**src/rtl/alu_if.sv**
```systemverilog
// Operand, opcode, flag-in and registered-result bundle for the execute-stage ALU.
// The master drives operands and opcode; the slave (the ALU) returns the result and flags.
interface alu_if;
  logic [15:0] In1;
  logic [15:0] In2;
  logic [2:0]  ALUOp;
  logic [2:0]  FLAG_in;
  logic [15:0] ALUOut;
  logic [2:0]  FLAG;

  modport master (output In1, In2, ALUOp, FLAG_in, input ALUOut, FLAG);
  modport slave  (input In1, In2, ALUOp, FLAG_in, output ALUOut, FLAG);
endinterface

```
**src/rtl/alu.sv**
```systemverilog
// Registered 16-bit ALU with {Z,V,N} flag update and pass-through of untouched flags.
// Define ALU_PADDSB_EN to build the nibble-saturating PADDSB op; otherwise opcode 111 yields zero.
module alu (
  input  logic  clk,
  input  logic  rst_n,
  alu_if.slave  bus
);

  localparam logic [2:0] OP_ADD    = 3'b000;
  localparam logic [2:0] OP_SUB    = 3'b001;
  localparam logic [2:0] OP_XOR    = 3'b010;
  localparam logic [2:0] OP_RED    = 3'b011;
  localparam logic [2:0] OP_SLL    = 3'b100;
  localparam logic [2:0] OP_SRA    = 3'b101;
  localparam logic [2:0] OP_ROR    = 3'b110;
  localparam logic [2:0] OP_PADDSB = 3'b111;

  logic [15:0] result_d, result_q;
  logic [2:0]  flag_d, flag_q;

  logic [15:0] addRaw, subRaw, addSat, subSat;
  logic        addOvf, subOvf;
  logic [9:0]  redSum;
  logic [3:0]  shAmt;
  logic [31:0] rotWide;

  // Overflow occurs when the result sign disagrees with the sign both operands imply.
  assign addRaw = bus.In1 + bus.In2;
  assign subRaw = bus.In1 - bus.In2;
  assign addOvf = (bus.In1[15] == bus.In2[15]) && (addRaw[15] != bus.In1[15]);
  assign subOvf = (bus.In1[15] != bus.In2[15]) && (subRaw[15] != bus.In1[15]);
  assign addSat = addOvf ? (bus.In1[15] ? 16'h8000 : 16'h7FFF) : addRaw;
  assign subSat = subOvf ? (bus.In1[15] ? 16'h8000 : 16'h7FFF) : subRaw;

  assign redSum = {{2{bus.In1[15]}}, bus.In1[15:8]} + {{2{bus.In1[7]}}, bus.In1[7:0]}
                + {{2{bus.In2[15]}}, bus.In2[15:8]} + {{2{bus.In2[7]}}, bus.In2[7:0]};

  assign shAmt   = bus.In2[3:0];
  assign rotWide = {bus.In1, bus.In1} >> shAmt;

`ifdef ALU_PADDSB_EN
  function automatic logic [15:0] paddsb(input logic [15:0] a, input logic [15:0] b);
    logic [4:0]  s;
    logic [15:0] r;
    r = '0;
    for (int i = 0; i < 4; i++) begin
      s = {a[4*i+3], a[4*i +: 4]} + {b[4*i+3], b[4*i +: 4]};
      if (s[4] != s[3]) r[4*i +: 4] = s[4] ? 4'h8 : 4'h7;
      else              r[4*i +: 4] = s[3:0];
    end
    return r;
  endfunction
`endif

  always_comb begin
    result_d = '0;
    flag_d   = bus.FLAG_in;
    case (bus.ALUOp)
      OP_ADD: begin
        result_d = addSat;
        flag_d   = {addSat == 16'h0000, addOvf, addSat[15]};
      end
      OP_SUB: begin
        result_d = subSat;
        flag_d   = {subSat == 16'h0000, subOvf, subSat[15]};
      end
      OP_XOR: begin
        result_d  = bus.In1 ^ bus.In2;
        flag_d[2] = (result_d == 16'h0000);
      end
      OP_RED: result_d = {{6{redSum[9]}}, redSum};
      OP_SLL: result_d = bus.In1 << shAmt;
      OP_SRA: result_d = $signed(bus.In1) >>> shAmt;
      OP_ROR: result_d = rotWide[15:0];
      OP_PADDSB: begin
`ifdef ALU_PADDSB_EN
        result_d = paddsb(bus.In1, bus.In2);
`else
        result_d = '0;
`endif
      end
      default: result_d = '0;
    endcase
  end

  always_ff @(posedge clk) begin
    if (!rst_n) begin
      result_q <= '0;
      flag_q   <= '0;
    end else begin
      result_q <= result_d;
      flag_q   <= flag_d;
    end
  end

  assign bus.ALUOut = result_q;
  assign bus.FLAG   = flag_q;

endmodule

```
**src/flat_wrapper.sv**
```systemverilog
// flat-port wrapper written by rule: the top's interface ports become plain ports
module alu_flat 
  (clk, rst_n, bus_In1, bus_In2, bus_ALUOp, bus_FLAG_in, bus_ALUOut, bus_FLAG);
  alu_if bus_i ();
  input  logic clk;
  input  logic rst_n;
  input wire logic [$bits(bus_i.In1)-1:0] bus_In1;
  input wire logic [$bits(bus_i.In2)-1:0] bus_In2;
  input wire logic [$bits(bus_i.ALUOp)-1:0] bus_ALUOp;
  input wire logic [$bits(bus_i.FLAG_in)-1:0] bus_FLAG_in;
  output wire logic [$bits(bus_i.ALUOut)-1:0] bus_ALUOut;
  output wire logic [$bits(bus_i.FLAG)-1:0] bus_FLAG;
  assign bus_i.In1 = bus_In1;
  assign bus_i.In2 = bus_In2;
  assign bus_i.ALUOp = bus_ALUOp;
  assign bus_i.FLAG_in = bus_FLAG_in;
  assign bus_ALUOut = bus_i.ALUOut;
  assign bus_FLAG = bus_i.FLAG;
  alu u_core (.clk(clk), .rst_n(rst_n), .bus(bus_i));
endmodule
```
**config.mk**
```make
export PLATFORM = sky130hd
export DESIGN_NAME = alu_flat
export DESIGN_NICKNAME = d
export VERILOG_FILES = /design/src/rtl/alu_if.sv /design/src/rtl/alu.sv /design/src/flat_wrapper.sv
export SDC_FILE = /design/constraint.sdc
export NUM_CORES = 1
export LEC_CHECK = 0
export ABC_AREA = 1
export CAP_MARGIN = 20
export CORE_MARGIN = 2
export CORE_UTILIZATION = 45
export CTS_CLUSTER_SIZE = 40
export DETAILED_ROUTE_END_ITERATION = 16
export PLACE_DENSITY = 0.76
export SYNTH_ARGS = -nofsm -noshare
export SYNTH_HDL_FRONTEND = slang
export SYNTH_SLANG_ARGS = --single-unit
```
**constraint.sdc**
```tcl
create_clock -name clk -period 4.7 [get_ports clk]
set_clock_uncertainty 0.1 [all_clocks]
set_input_delay 0.705 -clock clk [delete_from_list [all_inputs] [get_ports clk]]
set_output_delay 0.705 -clock clk [all_outputs]
set_load 0.005 [all_outputs]
```
==> impl_metrics.py <==
metrics = {
    "placement": {
        "gp_congestion": 1.08,
        "place_hpwl_um": 17800,
        "portBuffers": 58,
    },
    "power": {
        "vdd_drop_max_v": 0.000116,
        "comb_power_share_pct": 72.7,
        "p_per_area_nw_per_um2": 200,
        "power.clock.fraction_pct": 13.2,
        "seqPwrFrac_pct": 14.1,
        "p_sw_uw": 655,
        "power_uw": 1310,
        "p_leak_uw": 0.00353,
        "swShare_pct": 49.9,
        "p_int_uw": 657,
    },
    "synth": {
        "synth_top_area_cell": "nand2_1",
        "synth_edf_count": 0,
        "ys_async_sr_fraction_pct": 0,
        "netlist_instances": 1010,
        "yosys.area.top_type_share_pct": 23.1,
        "synth_area_per_cell_um2": 5.44,
        "yosys-top-cells-area": "nand2_1 23%, ha_1 11%, inv_1 9.4%",
        "yosys_warnings": 0,
        "syn_nets": 1111,
        "syn_area_um2": 5490,
        "yosysSeqAreaShare_pct": 6.93,
        "synth_seq_cells": 19,
        "yosysUniqueCellTypes": 44,
        "yosys_most_used_dff": "dfxtp_1",
    },
    "clock_tree": {
        "cts_tree": "yes",
        "cts_buffers": 3,
        "cts_buffer_depth": 2,
        "cts-root-buf": "clkbuf_16",
        "cts_setup_buffers": 0,
        "cts.sinks": 19,
        "cts_hold_buf": 0,
        "cts_resized": 0,
        "htreeDepth": 1,
        "path_clk_slew_ns": 0.05,
    },
    "setup_path": {
        "worst_ep_required_time_ns": 4.75,
        "endpoint_kind": "register",
        "path_class": "in2reg",
        "startpoint": "bus_In1[2]",
        "crit_path_start_kind": "input pin",
        "cp.arrival_ns": 4.50,
        "endpoint": "u_core.bus.ALUOut[8]",
        "worstPathMaxFanout": 5,
    },
    "timing": {
        "tightestPinTransition_ns": 0.739,
        "finalMaxSlewViolations": 0,
        "layout_min_cycle_time_ns": 4.45,
        "max_clock_freq_ghz": 0.225,
        "tns_ns": 0,
        "grt_setup_unrepaired": "no",
        "fin_crit_sh_pct": 94.7,
        "setup_viol": 0,
        "holdWs_ns": 0.966,
        "relSlewSlack_pct": 50.3,
        "hold_viol_final": 0,
    },
    "floorplanning": {
        "rows": 40,
        "core_area_um2": 12000,
        "ioPinCount": 59,
        "die_height_um": 114,
        "dieArea_um2": 13100,
        "die_w_um": 114,
        "initial_core_util_pct": 45.9,
    },
    "grt": {
        "grt_pass1_wl_um": 32500,
        "grt_pass1_vias": 6243,
        "antenna_found_initial": 0,
        "overflow": 0,
        "gr-usage-all-layers_pct": 32.0,
        "grt_start_max_net_pins": 36,
    },
    "final_layout": {
        "n_fill_cell": 1327,
        "final_cell_mix": "338 x nand2_1, 138 x inv_1, 82 x nand3_1, 78 x o21ai_0, 76 x nor2_1",
        "layout-drive-gt1-share_pct": 6.87,
        "syn_to_final_growth_pct": 19.7,
        "final_common_cell": "nand2_1",
        "multiInputGateArea_um2": 4380,
        "nNetsFinal": 1194,
        "regArea_um2": 380,
        "n_antenna_cell": 0,
    },
    "routing": {
        "drc": 0,
        "ant_nets": 0,
        "drt_iter0_drc": 988,
        "dr_wl_met3_um": 2340,
        "drt_first_pass_iters": 6,
        "drt-wirelength-per-cell_um": 16.9,
        "met2_length_um": 8630,
        "top_layer_used": "met4",
        "met1Wirelength_um": 8790,
        "viasPerCell": 5.59,
        "drt-total-wl_um": 20900,
        "dr_total_vias": 6928,
    },
    "run": {
        "drv_cap": 0,
    },
    "worst_hold_path": {
        "holdCritPathClass": "in2reg",
    },
    "outcome": {
        "status": "completed",
    },
}
layer usage:
layer / track usage [%] / up-vias
met3: 5.08 / 65
met2: 48.0 / 399
met5: 0 / -
met1: 44.7 / 3022
li1: - / 3442
met4: 14.8 / 0
synth_stat cells (3+ instances only):
library cell  number
and2_1             3
a41oi_1            5
o21a_1             4
dfxtp_1           19
buf_4              5
fa_1              14
nand2_1          338
nand3_1           82
a31oi_1            4
nand3b_1           3
nor3_1             8
a211oi_1           6
buf_6              3
nand4_1           11
a21oi_1           71
o22ai_1            6
o21bai_1           6
clkbuf_1          14
buf_2              9
a21boi_0           5
inv_1            138
nor2_1            76
mux2i_1            3
xor2_1            13
clkinv_1           4
ha_1              47
o21ai_0           79
inv_2              7
o211ai_1           3
worst min-delay path by stage:
stage	endpoint	cells after the start	slack, ns	from
after floorplan	u_core.bus.ALUOut[2]	2	0.73	rst_n
after CTS	u_core.bus.FLAG[0]	3	0.96	bus_FLAG_in[0]
after global routing	u_core.bus.FLAG[1]	3	1.0	bus_FLAG_in[1]
after global placement	u_core.bus.FLAG[0]	3	1.22	bus_FLAG_in[0]
final	u_core.bus.FLAG[0]	3	0.97	bus_FLAG_in[0]
after detailed placement	u_core.bus.FLAG[0]	3	1.22	bus_FLAG_in[0]
critical path: stages:
cell,delay (ns)
clkdlybuf4s50_1,0.58
ha_4,0.25
a21oi_1,0.12
nand2_1,0.09
a21oi_1,0.13
inv_1,0.06
a21oi_1,0.20
nor2_1,0.07
o21a_1,0.16
nor2_1,0.11
xor2_1,0.24
fa_1,0.46
inv_1,0.07
ha_1,0.28
a21oi_1,0.16
o221ai_1,0.15
o21ai_0,0.33
nand3_1,0.18
nand2_1,0.11
inv_1,0.04
cell type report:
cell class / count / area share [%]
multi-input combinational: 808 / 66.7
timing repair buffer: 112 / 15.0
inverter: 149 / 8.51
sequential: 19 / 5.79
tap: 147 / 2.80
clock buffer: 4 / 1.20
power groups by stage:
stage / clock [uW] / sequential [uW] / combinational [uW]
final: 173 / 186 / 954
after floorplan: 0 / 191 / 590
after global placement: 0 / 189 / 915
after CTS: 174 / 186 / 925
after detailed placement: 0 / 189 / 921
after global routing: 178 / 187 / 1050
cell families (layout without fill, tap and decap cells):
family / after synthesis / in the layout / share of synthesized area (%)
compound gates: 202 / 202 / 21.1
xor+xnor: 15 / 15 / 2.39
fa+ha+maj: 61 / 61 / 15.8
buf+inv: 183 / 265 / 13.6
flops: 19 / 19 / 6.93
mux: 3 / 3 / 0.547
simple gates: 527 / 527 / 39.6
per-stage QoR:
| step | cell area (um2) | setup slack, ns | cells | util, % |
|---|---|---|---|---|
| 2_1_floorplan | 5490 | 0.556 | 1010 | - |
| 3_3_place_gp | 6470 | 0.116 | 1235 | 54.1 |
| 3_5_place_dp | 6470 | 0.0156 | 1235 | 54.1 |
| 4_1_cts | 6550 | 0.271 | 1239 | 54.8 |
| 5_1_grt | 6570 | 0.00284 | 1239 | 54.9 |
| 6_report | 6570 | 0.251 | 1239 | 54.9 |
flip-flops by register name, indices dropped and copies added (netlist names):
register	cells
u_core.bus.ALUOut	16
u_core.bus.FLAG	3
Power figures use the tool's default switching activity.
